$ cat src/rtl/trig_velocity_unit.sv
// trig_velocity_unit: three-stage angle-to-velocity generator.
// Turns an angle index and an unsigned speed into signed per-frame
// displacements dx = speed*cos(theta), dy = speed*sin(theta) with
// FRAC_BITS fractional bits. A quarter-wave table is folded by quadrant.
// Valid/ready handshake; the request tag rides along with the data.
module trig_velocity_unit #(
    parameter int N_ANGLES  = 64,
    parameter int FRAC_BITS = 8,
    parameter int SPEED_W   = 4,
    parameter int TAG_W     = 2,
    parameter int OUT_W     = 16
) (
    input  logic                        Clk,
    input  logic                        Reset_n,
    input  logic                        req_valid,
    output logic                        req_ready,
    input  logic [$clog2(N_ANGLES)-1:0] req_angle,
    input  logic [SPEED_W-1:0]          req_speed,
    input  logic [TAG_W-1:0]            req_tag,
    output logic                        out_valid,
    input  logic                        out_ready,
    output logic signed [OUT_W-1:0]     out_dx,
    output logic signed [OUT_W-1:0]     out_dy,
    output logic [TAG_W-1:0]            out_tag
);

    localparam int A_W   = $clog2(N_ANGLES);
    localparam int IDX_W = A_W - 1;           // holds 0..Q inclusive
    localparam int Q     = N_ANGLES / 4;
    localparam int MAG_W = FRAC_BITS + 1;     // 1.0 needs one extra bit
    localparam int P_W   = MAG_W + SPEED_W;
    localparam logic [IDX_W-1:0] Q_IDX = IDX_W'(Q);
    localparam longint PI_S = 64'sd3373259426; // pi scaled by 2^30

    if (OUT_W < FRAC_BITS + SPEED_W + 2) begin : g_bad_out_w
        $error("trig_velocity_unit: OUT_W too small for FRAC_BITS+SPEED_W+2");
    end
    if ((N_ANGLES < 8) || ((N_ANGLES & (N_ANGLES - 1)) != 0)) begin : g_bad_n_angles
        $error("trig_velocity_unit: N_ANGLES must be a power of two >= 8");
    end

    // Quarter-wave entry: round-half-up(2^FRAC_BITS * sin(2*pi*k/N_ANGLES)).
    // Evaluated at elaboration with a 2^-30 fixed-point Taylor series, which
    // is far finer than the table resolution. End points are forced exact.
    function automatic logic [MAG_W-1:0] tbl_entry(input int k);
        longint x;
        longint x2;
        longint term;
        longint sum;
        longint scaled;
        logic [MAG_W-1:0] res;
        if (k <= 0) begin
            res = '0;
        end else if (k >= Q) begin
            res = MAG_W'(64'sd1 <<< FRAC_BITS);
        end else begin
            x    = (PI_S * 64'sd2 * longint'(k)) / longint'(N_ANGLES);
            x2   = (x * x) >>> 6'd30;
            term = x;
            sum  = x;
            for (int n = 1; n <= 12; n++) begin
                term = -(((term * x2) >>> 6'd30) / longint'((2 * n) * (2 * n + 1)));
                sum  = sum + term;
            end
            scaled = ((sum <<< FRAC_BITS) + (64'sd1 <<< 6'd29)) >>> 6'd30;
            if (scaled > (64'sd1 <<< FRAC_BITS)) begin
                scaled = 64'sd1 <<< FRAC_BITS;
            end else begin
                scaled = scaled;
            end
            res = MAG_W'(scaled);
        end
        return res;
    endfunction

    logic [MAG_W-1:0] rom_s [0:Q];
    for (genvar g = 0; g <= Q; g++) begin : g_rom
        assign rom_s[g] = tbl_entry(g);
    end

    // Pipeline state
    logic                   v1_q, v2_q, v3_q;
    logic [IDX_W-1:0]       sin_idx1_q, cos_idx1_q;
    logic                   sin_neg1_q, cos_neg1_q, sin_neg2_q, cos_neg2_q;
    logic [SPEED_W-1:0]     spd1_q, spd2_q;
    logic [TAG_W-1:0]       tag1_q, tag2_q, tag3_q;
    logic [MAG_W-1:0]       sin_mag2_q, cos_mag2_q;
    logic signed [OUT_W-1:0] dx3_q, dy3_q;

    logic                   advance_s;
    logic [1:0]             quad_s;
    logic [IDX_W-1:0]       rem_s, comp_s;
    logic [IDX_W-1:0]       sin_idx1_d, cos_idx1_d;
    logic                   sin_neg1_d, cos_neg1_d;
    logic [P_W-1:0]         prod_sin_s, prod_cos_s;
    logic [OUT_W-1:0]       ext_sin_s, ext_cos_s;
    logic signed [OUT_W-1:0] dx3_d, dy3_d;

    assign advance_s = !v3_q || out_ready;
    assign req_ready = advance_s && Reset_n;

    assign quad_s = req_angle[A_W-1 -: 2];
    assign rem_s  = {1'b0, req_angle[A_W-3:0]};
    assign comp_s = Q_IDX - rem_s;

    // Quadrant fold: pick table indices and result signs for sin and cos.
    always_comb begin
        sin_idx1_d = rem_s;
        cos_idx1_d = comp_s;
        sin_neg1_d = 1'b0;
        cos_neg1_d = 1'b0;
        case (quad_s)
            2'd0: begin
                sin_idx1_d = rem_s;  cos_idx1_d = comp_s;
                sin_neg1_d = 1'b0;   cos_neg1_d = 1'b0;
            end
            2'd1: begin
                sin_idx1_d = comp_s; cos_idx1_d = rem_s;
                sin_neg1_d = 1'b0;   cos_neg1_d = 1'b1;
            end
            2'd2: begin
                sin_idx1_d = rem_s;  cos_idx1_d = comp_s;
                sin_neg1_d = 1'b1;   cos_neg1_d = 1'b1;
            end
            2'd3: begin
                sin_idx1_d = comp_s; cos_idx1_d = rem_s;
                sin_neg1_d = 1'b1;   cos_neg1_d = 1'b0;
            end
            default: begin
                sin_idx1_d = rem_s;  cos_idx1_d = comp_s;
                sin_neg1_d = 1'b0;   cos_neg1_d = 1'b0;
            end
        endcase
    end

    // Stage 1: capture folded indices, signs, speed and tag on accept.
    always_ff @(posedge Clk) begin
        if (!Reset_n) begin
            v1_q       <= 1'b0;
            sin_idx1_q <= '0;
            cos_idx1_q <= '0;
            sin_neg1_q <= 1'b0;
            cos_neg1_q <= 1'b0;
            spd1_q     <= '0;
            tag1_q     <= '0;
        end else if (advance_s) begin
            v1_q       <= req_valid;
            sin_idx1_q <= sin_idx1_d;
            cos_idx1_q <= cos_idx1_d;
            sin_neg1_q <= sin_neg1_d;
            cos_neg1_q <= cos_neg1_d;
            spd1_q     <= req_speed;
            tag1_q     <= req_tag;
        end
    end

    // Stage 2: registered table reads for both magnitudes.
    always_ff @(posedge Clk) begin
        if (!Reset_n) begin
            v2_q       <= 1'b0;
            sin_mag2_q <= '0;
            cos_mag2_q <= '0;
            sin_neg2_q <= 1'b0;
            cos_neg2_q <= 1'b0;
            spd2_q     <= '0;
            tag2_q     <= '0;
        end else if (advance_s) begin
            v2_q       <= v1_q;
            sin_mag2_q <= rom_s[sin_idx1_q];
            cos_mag2_q <= rom_s[cos_idx1_q];
            sin_neg2_q <= sin_neg1_q;
            cos_neg2_q <= cos_neg1_q;
            spd2_q     <= spd1_q;
            tag2_q     <= tag1_q;
        end
    end

    // Scale by speed, zero-extend, then negate where the fold says so.
    // Negating a zero magnitude gives zero, so no special case is needed.
    always_comb begin
        prod_sin_s = P_W'(sin_mag2_q) * P_W'(spd2_q);
        prod_cos_s = P_W'(cos_mag2_q) * P_W'(spd2_q);
        ext_sin_s  = OUT_W'(prod_sin_s);
        ext_cos_s  = OUT_W'(prod_cos_s);
        if (sin_neg2_q) begin
            dy3_d = signed'({OUT_W{1'b0}} - ext_sin_s);
        end else begin
            dy3_d = signed'(ext_sin_s);
        end
        if (cos_neg2_q) begin
            dx3_d = signed'({OUT_W{1'b0}} - ext_cos_s);
        end else begin
            dx3_d = signed'(ext_cos_s);
        end
    end

    // Stage 3: output register; holds while the consumer stalls.
    always_ff @(posedge Clk) begin
        if (!Reset_n) begin
            v3_q   <= 1'b0;
            dx3_q  <= '0;
            dy3_q  <= '0;
            tag3_q <= '0;
        end else if (advance_s) begin
            v3_q   <= v2_q;
            dx3_q  <= dx3_d;
            dy3_q  <= dy3_d;
            tag3_q <= tag2_q;
        end
    end

    assign out_valid = v3_q;
    assign out_dx    = dx3_q;
    assign out_dy    = dy3_q;
    assign out_tag   = tag3_q;

endmodule

$ cat config.mk
export PLATFORM = sky130hd
export DESIGN_NAME = trig_velocity_unit
export DESIGN_NICKNAME = d
export VERILOG_FILES = /design/src/rtl/trig_velocity_unit.sv
export SDC_FILE = /design/constraint.sdc
export NUM_CORES = 1
export LEC_CHECK = 0
export ABC_AREA = 0
export CORE_MARGIN = 4
export CORE_UTILIZATION = 30
export DETAILED_ROUTE_END_ITERATION = 16
export GPL_TIMING_DRIVEN = 0
export HOLD_SLACK_MARGIN = 0.03
export SLEW_MARGIN = 30
export SYNTH_ARGS = -nofsm -noshare
export SYNTH_HDL_FRONTEND = slang
export SYNTH_SLANG_ARGS = --single-unit
$ cat constraint.sdc
create_clock -name Clk -period 3.8 [get_ports Clk]
set_input_delay 0.76 -clock Clk [delete_from_list [all_inputs] [get_ports Clk]]
set_output_delay 0.76 -clock Clk [all_outputs]
set_load 0.01 [all_outputs]
# Word-level counts from Yosys, hierarchy flattened
# Memory sizes are Yosys's and may differ from the RTL's. A register that Yosys moved wholly into a read port is not among the register bits.
# Index checks and enable logic that the tools add are counted.
[totals]
memories = 2
latchBits = 0
word_cells = 46
register_bits = 63
out_inout_bits = 36
ram_bits = 0
rom_bits = 576
input_bits = 16
[memory_table]
columns = ["name", "words", "word_bits", "read_ports", "rd_ports_with_merged_regs", "write_ports", "line_no", "rtl"]
rows = [
  ["(no name shown)", 32, 9, 1, 1, 0, "170", "cos_mag2_q <= rom_s[cos_idx1_q];"],
  ["(no name shown)", 32, 9, 1, 1, 0, "169", "sin_mag2_q <= rom_s[sin_idx1_q];"],
]
[op_classes]
add_sub_neg = 3
mul = 2
mux = 6
bitwise = 2
eq_ne = 3
reduce_logical = 12
div_mod_pow = 0
shifts = 0
magnitude_cmp = 0
[op_table]
columns = ["op", "n"]
rows = [
  ["$mux W16", 2],
  ["$sub A1 B13 Y14 const A", 2],
  ["$mul A9 B4 Y13", 2],
  ["$pmux W5 S2", 2],
  ["$not A5 Y6", 2],
  ["$reduce_or A2 Y1", 6],
  ["$sub A5 B4 Y5 const A", 1],
  ["$eq A2 B2 Y1 const B", 2],
  ["$pmux W1 S2", 2],
  ["$logic_not A1 Y1", 3],
  ["$eq A2 B1 Y1 const B", 1],
  ["$logic_not A2 Y1", 1],
  ["$logic_and A1 B1 Y1", 1],
  ["$logic_or A1 B1 Y1", 1],
]

# Logic depth before layout (Yosys ltp)
[depth]
depth_word = 3
mapped_depth = 15
mapped_depth_nobuf = 13

# Worst setup path before layout
# No wires, ideal clock.
[synth_path]
kind = "register to register"
startpoint = "register spd2_q[2]"
endpoint = "register dy3_q[14], in the netlist out_dy[14]"
slack_ns = -0.231
synth_period_minus_slack_ns = 4.031
t_required_ns = 3.683
stages_incl_launch_ff = 16
n_path_buf = 2
setup_time_ns = 0.117
arrival_time_ns = 3.914
path_cell_list = "dfxtp_1 clkbuf_1 and2_1 fa_1 inv_1 fa_1 inv_1 ha_1 buf_6 a21o_1 a21o_1 or3_4 a2111oi_4 o2111ai_1 nand2b_1 a32o_1"
[synth_between]
elab_chain_len = 3
[synth_rtl]
columns = ["item", "line_no", "rtl"]
rows = [
  ["from (decl)", "85", "logic [SPEED_W-1:0] spd1_q, spd2_q;"],
  ["from (signal assigned)", "173", "spd2_q <= spd1_q;"],
  ["$mul A9 B4 Y13", "181", "prod_sin_s = P_W'(sin_mag2_q) * P_W'(spd2_q);"],
  ["$sub A1 B13 Y14", "186", "dy3_d = signed'({OUT_W{1'b0}} - ext_sin_s);"],
  ["$mux W16", "185", "if (sin_neg2_q) begin"],
  ["to (signal assigned)", "207", "dy3_q <= dy3_d;"],
  ["to (decl)", "88", "logic signed [OUT_W-1:0] dx3_q, dy3_q;"],
]
# Every way passes these cells.
# A chain may end at the register's enable or synchronous reset.

# Worst setup path in the final report
# Same ends and word-level chain as after synthesis.

==> summary.md <==
| Metric | Value |
|---|---|
| Arrival time at the worst endpoint | `4.28 ns` |
| Critical Path End Type | `flop` |
| GRT overflow | `0` |
| Largest net degree at the start of global routing | `16` |
| Row Count | `52` |
| Area Growth Syn to Fin | `30.6%` |
| Num CTS Buffers | `9` |
| WS Path Type | `flop to flop` |
| Post-synth EDFFs | `0` |
| Die area | `0.0232 mm2` |
| Final worst clock skew | `0.00957 ns` |
| Final Cycle Share | `1.06` |
| Gpl congestion | `0.885` |
| Failing checks | `setup timing` |
| Top cell type by total area after synthesis | `dfxtp_1` |
| Router iterations before antenna repair | `4` |
| Detail Route Antenna Nets | `0` |
| Worst Hold Path EP | `spd2_q[2]$_SDFFE_PN0N_` |
| Post-synth top flop | `dfxtp_1` |
| Starting Density | `0.307` |
| Final Hold Viols | `0` |
| Pre-CTS setup slack | `-0.411 ns` |
| Leakage | `3.35 nW` |
| Total power | `2.50 mW` |
| Status | `finished, violations left` |
| Clock latency on the worst-skew pair | `0.36 ns` |
| # nets final | `980` |
| Crit path max fanout | `8` |
| CP startpoint | `spd2_q[2]$_SDFFE_PN0N_` |
| Slew Limit Fails | `0` |
| Highest clock rate | `0.248 GHz` |
| CTS clock-pin slew for the worst setup and hold paths | `0.07 ns` |
| Slew margin rel. | `0.423` |
| Period minus WS final | `4.03 ns` |
| Mapped Area | `0.00625 mm2` |
| Wirelength, routed | `18600 um` |
| Yosys cell types | `63` |
| Syn Inst Count | `795` |
| Vias | `5842` |
| Setup ws final | `-0.232 ns` |
| Root Buffer | `clkbuf_16` |
| Placed cells | `1116` |
| # H-tree levels | `3` |
| Chip Height | `152 um` |
| Post-route DRC | `0` |
| First-pass GRT wire length | `30000 um` |
| Setup-failing EPs final | `6` |
| Hold Path Origin | `spd1_q[2]$_SDFFE_PN0N_` |
| Initial antenna violation count | `0` |
| WP data required | `4.05 ns` |
| Synth async-reset ratio | `0` |
| Register bit total from synthesis | `76` |
| WL/cell | `16.1 um` |
| Synthesis warning total | `0` |
| Total of max-cap violations | `0` |
| CTS max path bufs | `2` |
| Post-synth net total | `893` |
| RSZ-0062 raised after global routing | `yes` |
| Fin Setup TNS | `-0.901 ns` |
| Clock sink count | `76` |
| Hold-fix buffers, CTS | `0` |
| Vias in the first global route | `5765` |
| Post-Syn Area per Cell | `7.86 um2` |
| Top area cells in the synthesized netlist | `dfxtp_1 (24%), ha_1 (11%), fa_1 (9.0%)` |
| Top-area cell type share of the netlist area | `0.243` |
| Die Wd | `152 um` |
| Layout Cells excl Fill | `1157` |
| Post-detail-place hpwl | `13400 um` |
| Hold Path Class | `flop to flop` |
| Io pins | `52` |
| Layout cell share with drive strength beyond 1 | `0.145` |
| Pwr Density | `307 mW/mm2` |
| CTS tree | `done` |
| I/O Buffers | `51` |
| Sequential area share after synthesis | `0.243` |
| Vias/cell | `5.05` |
| Core area | `0.0204 mm2` |
| Tot GR Track Use | `0.158` |
| Number of diodes | `0` |
| Reg-to-reg endpoint | `out_dy[14]$_SDFFE_PN0N_` |
| Reg2reg path depth | `14` |
| FF-to-FF Start | `spd2_q[2]$_SDFFE_PN0N_` |
| DRT iter0 DRCs | `301` |
| Slew @ Worst Pin | `0.862 ns` |
| Peak supply drop | `176 uV` |
| R2R setup slack | `-0.23 ns` |
| Worst Setup Start Kind | `flop` |
| Hold depth | `2` |
-- state kept, by name, indices dropped and copies added (netlist names), 2 cells and up --
name,cells
out_dx,14
cos_idx1_q,4
cos_mag2_q,9
tag1_q,2
sin_idx1_q,5
sin_mag2_q,9
spd1_q,4
tag2_q,2
spd2_q,4
out_tag,2
out_dy,14
-- cell usage after synthesis (all sizes together) (10+ instances only) --
cell and n:
a211oi 20, a21oi 65, and2 55, buf 12, clkbuf 33, dfxtp 76
fa 28, ha 54, inv 75, nand2 97, nand3 11, nor2 67
nor3 17, o211ai 10, o21ai 30, xnor2 19, xor2 13
-- how the worst max path moves through the flow --
stage                               to  cells past startpoint
2_1_floorplan  out_dy[14]$_SDFFE_PN0N_                     15
3_3_place_gp   out_dy[14]$_SDFFE_PN0N_                     14
3_5_place_dp   out_dx[12]$_SDFFE_PN0N_                     14
4_1_cts        out_dy[14]$_SDFFE_PN0N_                     15
5_1_grt        out_dy[14]$_SDFFE_PN0N_                     14
6_report       out_dy[14]$_SDFFE_PN0N_                     14
-- per-stage QoR --
step / area (um2) / utilization / hold WS (ns)
6_report: 8160 / 0.401 / 0.442
5_1_grt: 8160 / 0.401 / 0.467
4_1_cts: 7910 / 0.388 / 0.444
3_5_place_dp: 7170 / 0.352 / 0.440
3_3_place_gp: 7170 / 0.352 / 0.435
2_1_floorplan: 6320 / - / 0.429
-- cells by family after synthesis --
group                    count (synthesis)  synth area share
AND/OR/NAND/NOR                        290             0.222
AO/OA/AOI/OAI                          190             0.204
buffers and inverters                  120            0.0757
adder cells (fa/ha/maj)                 82             0.198
flip-flops                              76             0.243
XOR/XNOR                                32            0.0449
multiplexers                             5            0.0120
-- per-layer routing --
layer	up-vias	GRT usage	part of all wire
li1	2880	-	-
met1	2812	0.207	0.45
met2	124	0.269	0.48
met3	26	0.0168	0.042
met4	0	0.0591	0.024
met5	-	0	0
-- worst max-delay path, cell delays in order (launching register included) --
cell and delay [ns]:
dfxtp_4 0.38, clkbuf_16 0.15, and2_4 0.15, fa_1 0.52
inv_2 0.04, fa_1 0.54, inv_2 0.05, ha_4 0.23
a21o_1 0.21, a21o_1 0.20, or3_4 0.38, a2111oi_4 0.41
o2111ai_2 0.22, nand2b_4 0.20, a32o_1 0.24
-- placed cells by master, fill, tap and decap left out, drive strengths merged, types with 4 or more instances in the layout --
master	netlist	routed
nand2	97	97
inv	75	78
dfxtp	76	76
nor2	67	67
a21oi	65	65
and2	55	55
ha	54	54
clkdlybuf4s50	0	51
clkbuf	33	40
buf	12	39
o21ai	30	30
fa	28	28
a211oi	20	20
xnor2	19	19
nor3	17	17
xor2	13	13
nand3	11	11
o211ai	10	10
a21o	8	8
nor2b	8	8
a22oi	8	8
nor3b	7	7
or3	7	7
a311oi	7	7
nand2b	7	7
a31oi	6	6
a221oi	5	5
a2111oi	5	5
and3	4	4
o31ai	4	4
-- layout make-up --
| cell class | instances | area [um2] |
|---|---|---|
| plain buffers | 40 | 236 |
| clock buffers | 9 | 225 |
| clock inverters | 7 | 105 |
| fillers | 2064 | 12200 |
| inverters | 75 | 285 |
| multi-input cells | 599 | 4690 |
| flip-flops and latches | 76 | 1530 |
| well taps | 270 | 338 |
| repair buffers | 81 | 743 |
-- report_power, final --
part           total [mW]  switching (mW)  internal [mW]
logic               0.597           0.319          0.278
clock network        1.00           0.412          0.588
registers           0.906          0.0562          0.850
total                2.50           0.787           1.72
-- what timing repair did --
item                       4_1_cts  5_1_grt
hold endpoints to repair         0        0
setup endpoints to repair       13       13
gates cloned                     2        0
setup buffers                   18       10
pin swaps                       23       36
resized for setup               52       44
No activity file was read; power rests on OpenSTA's default activity.
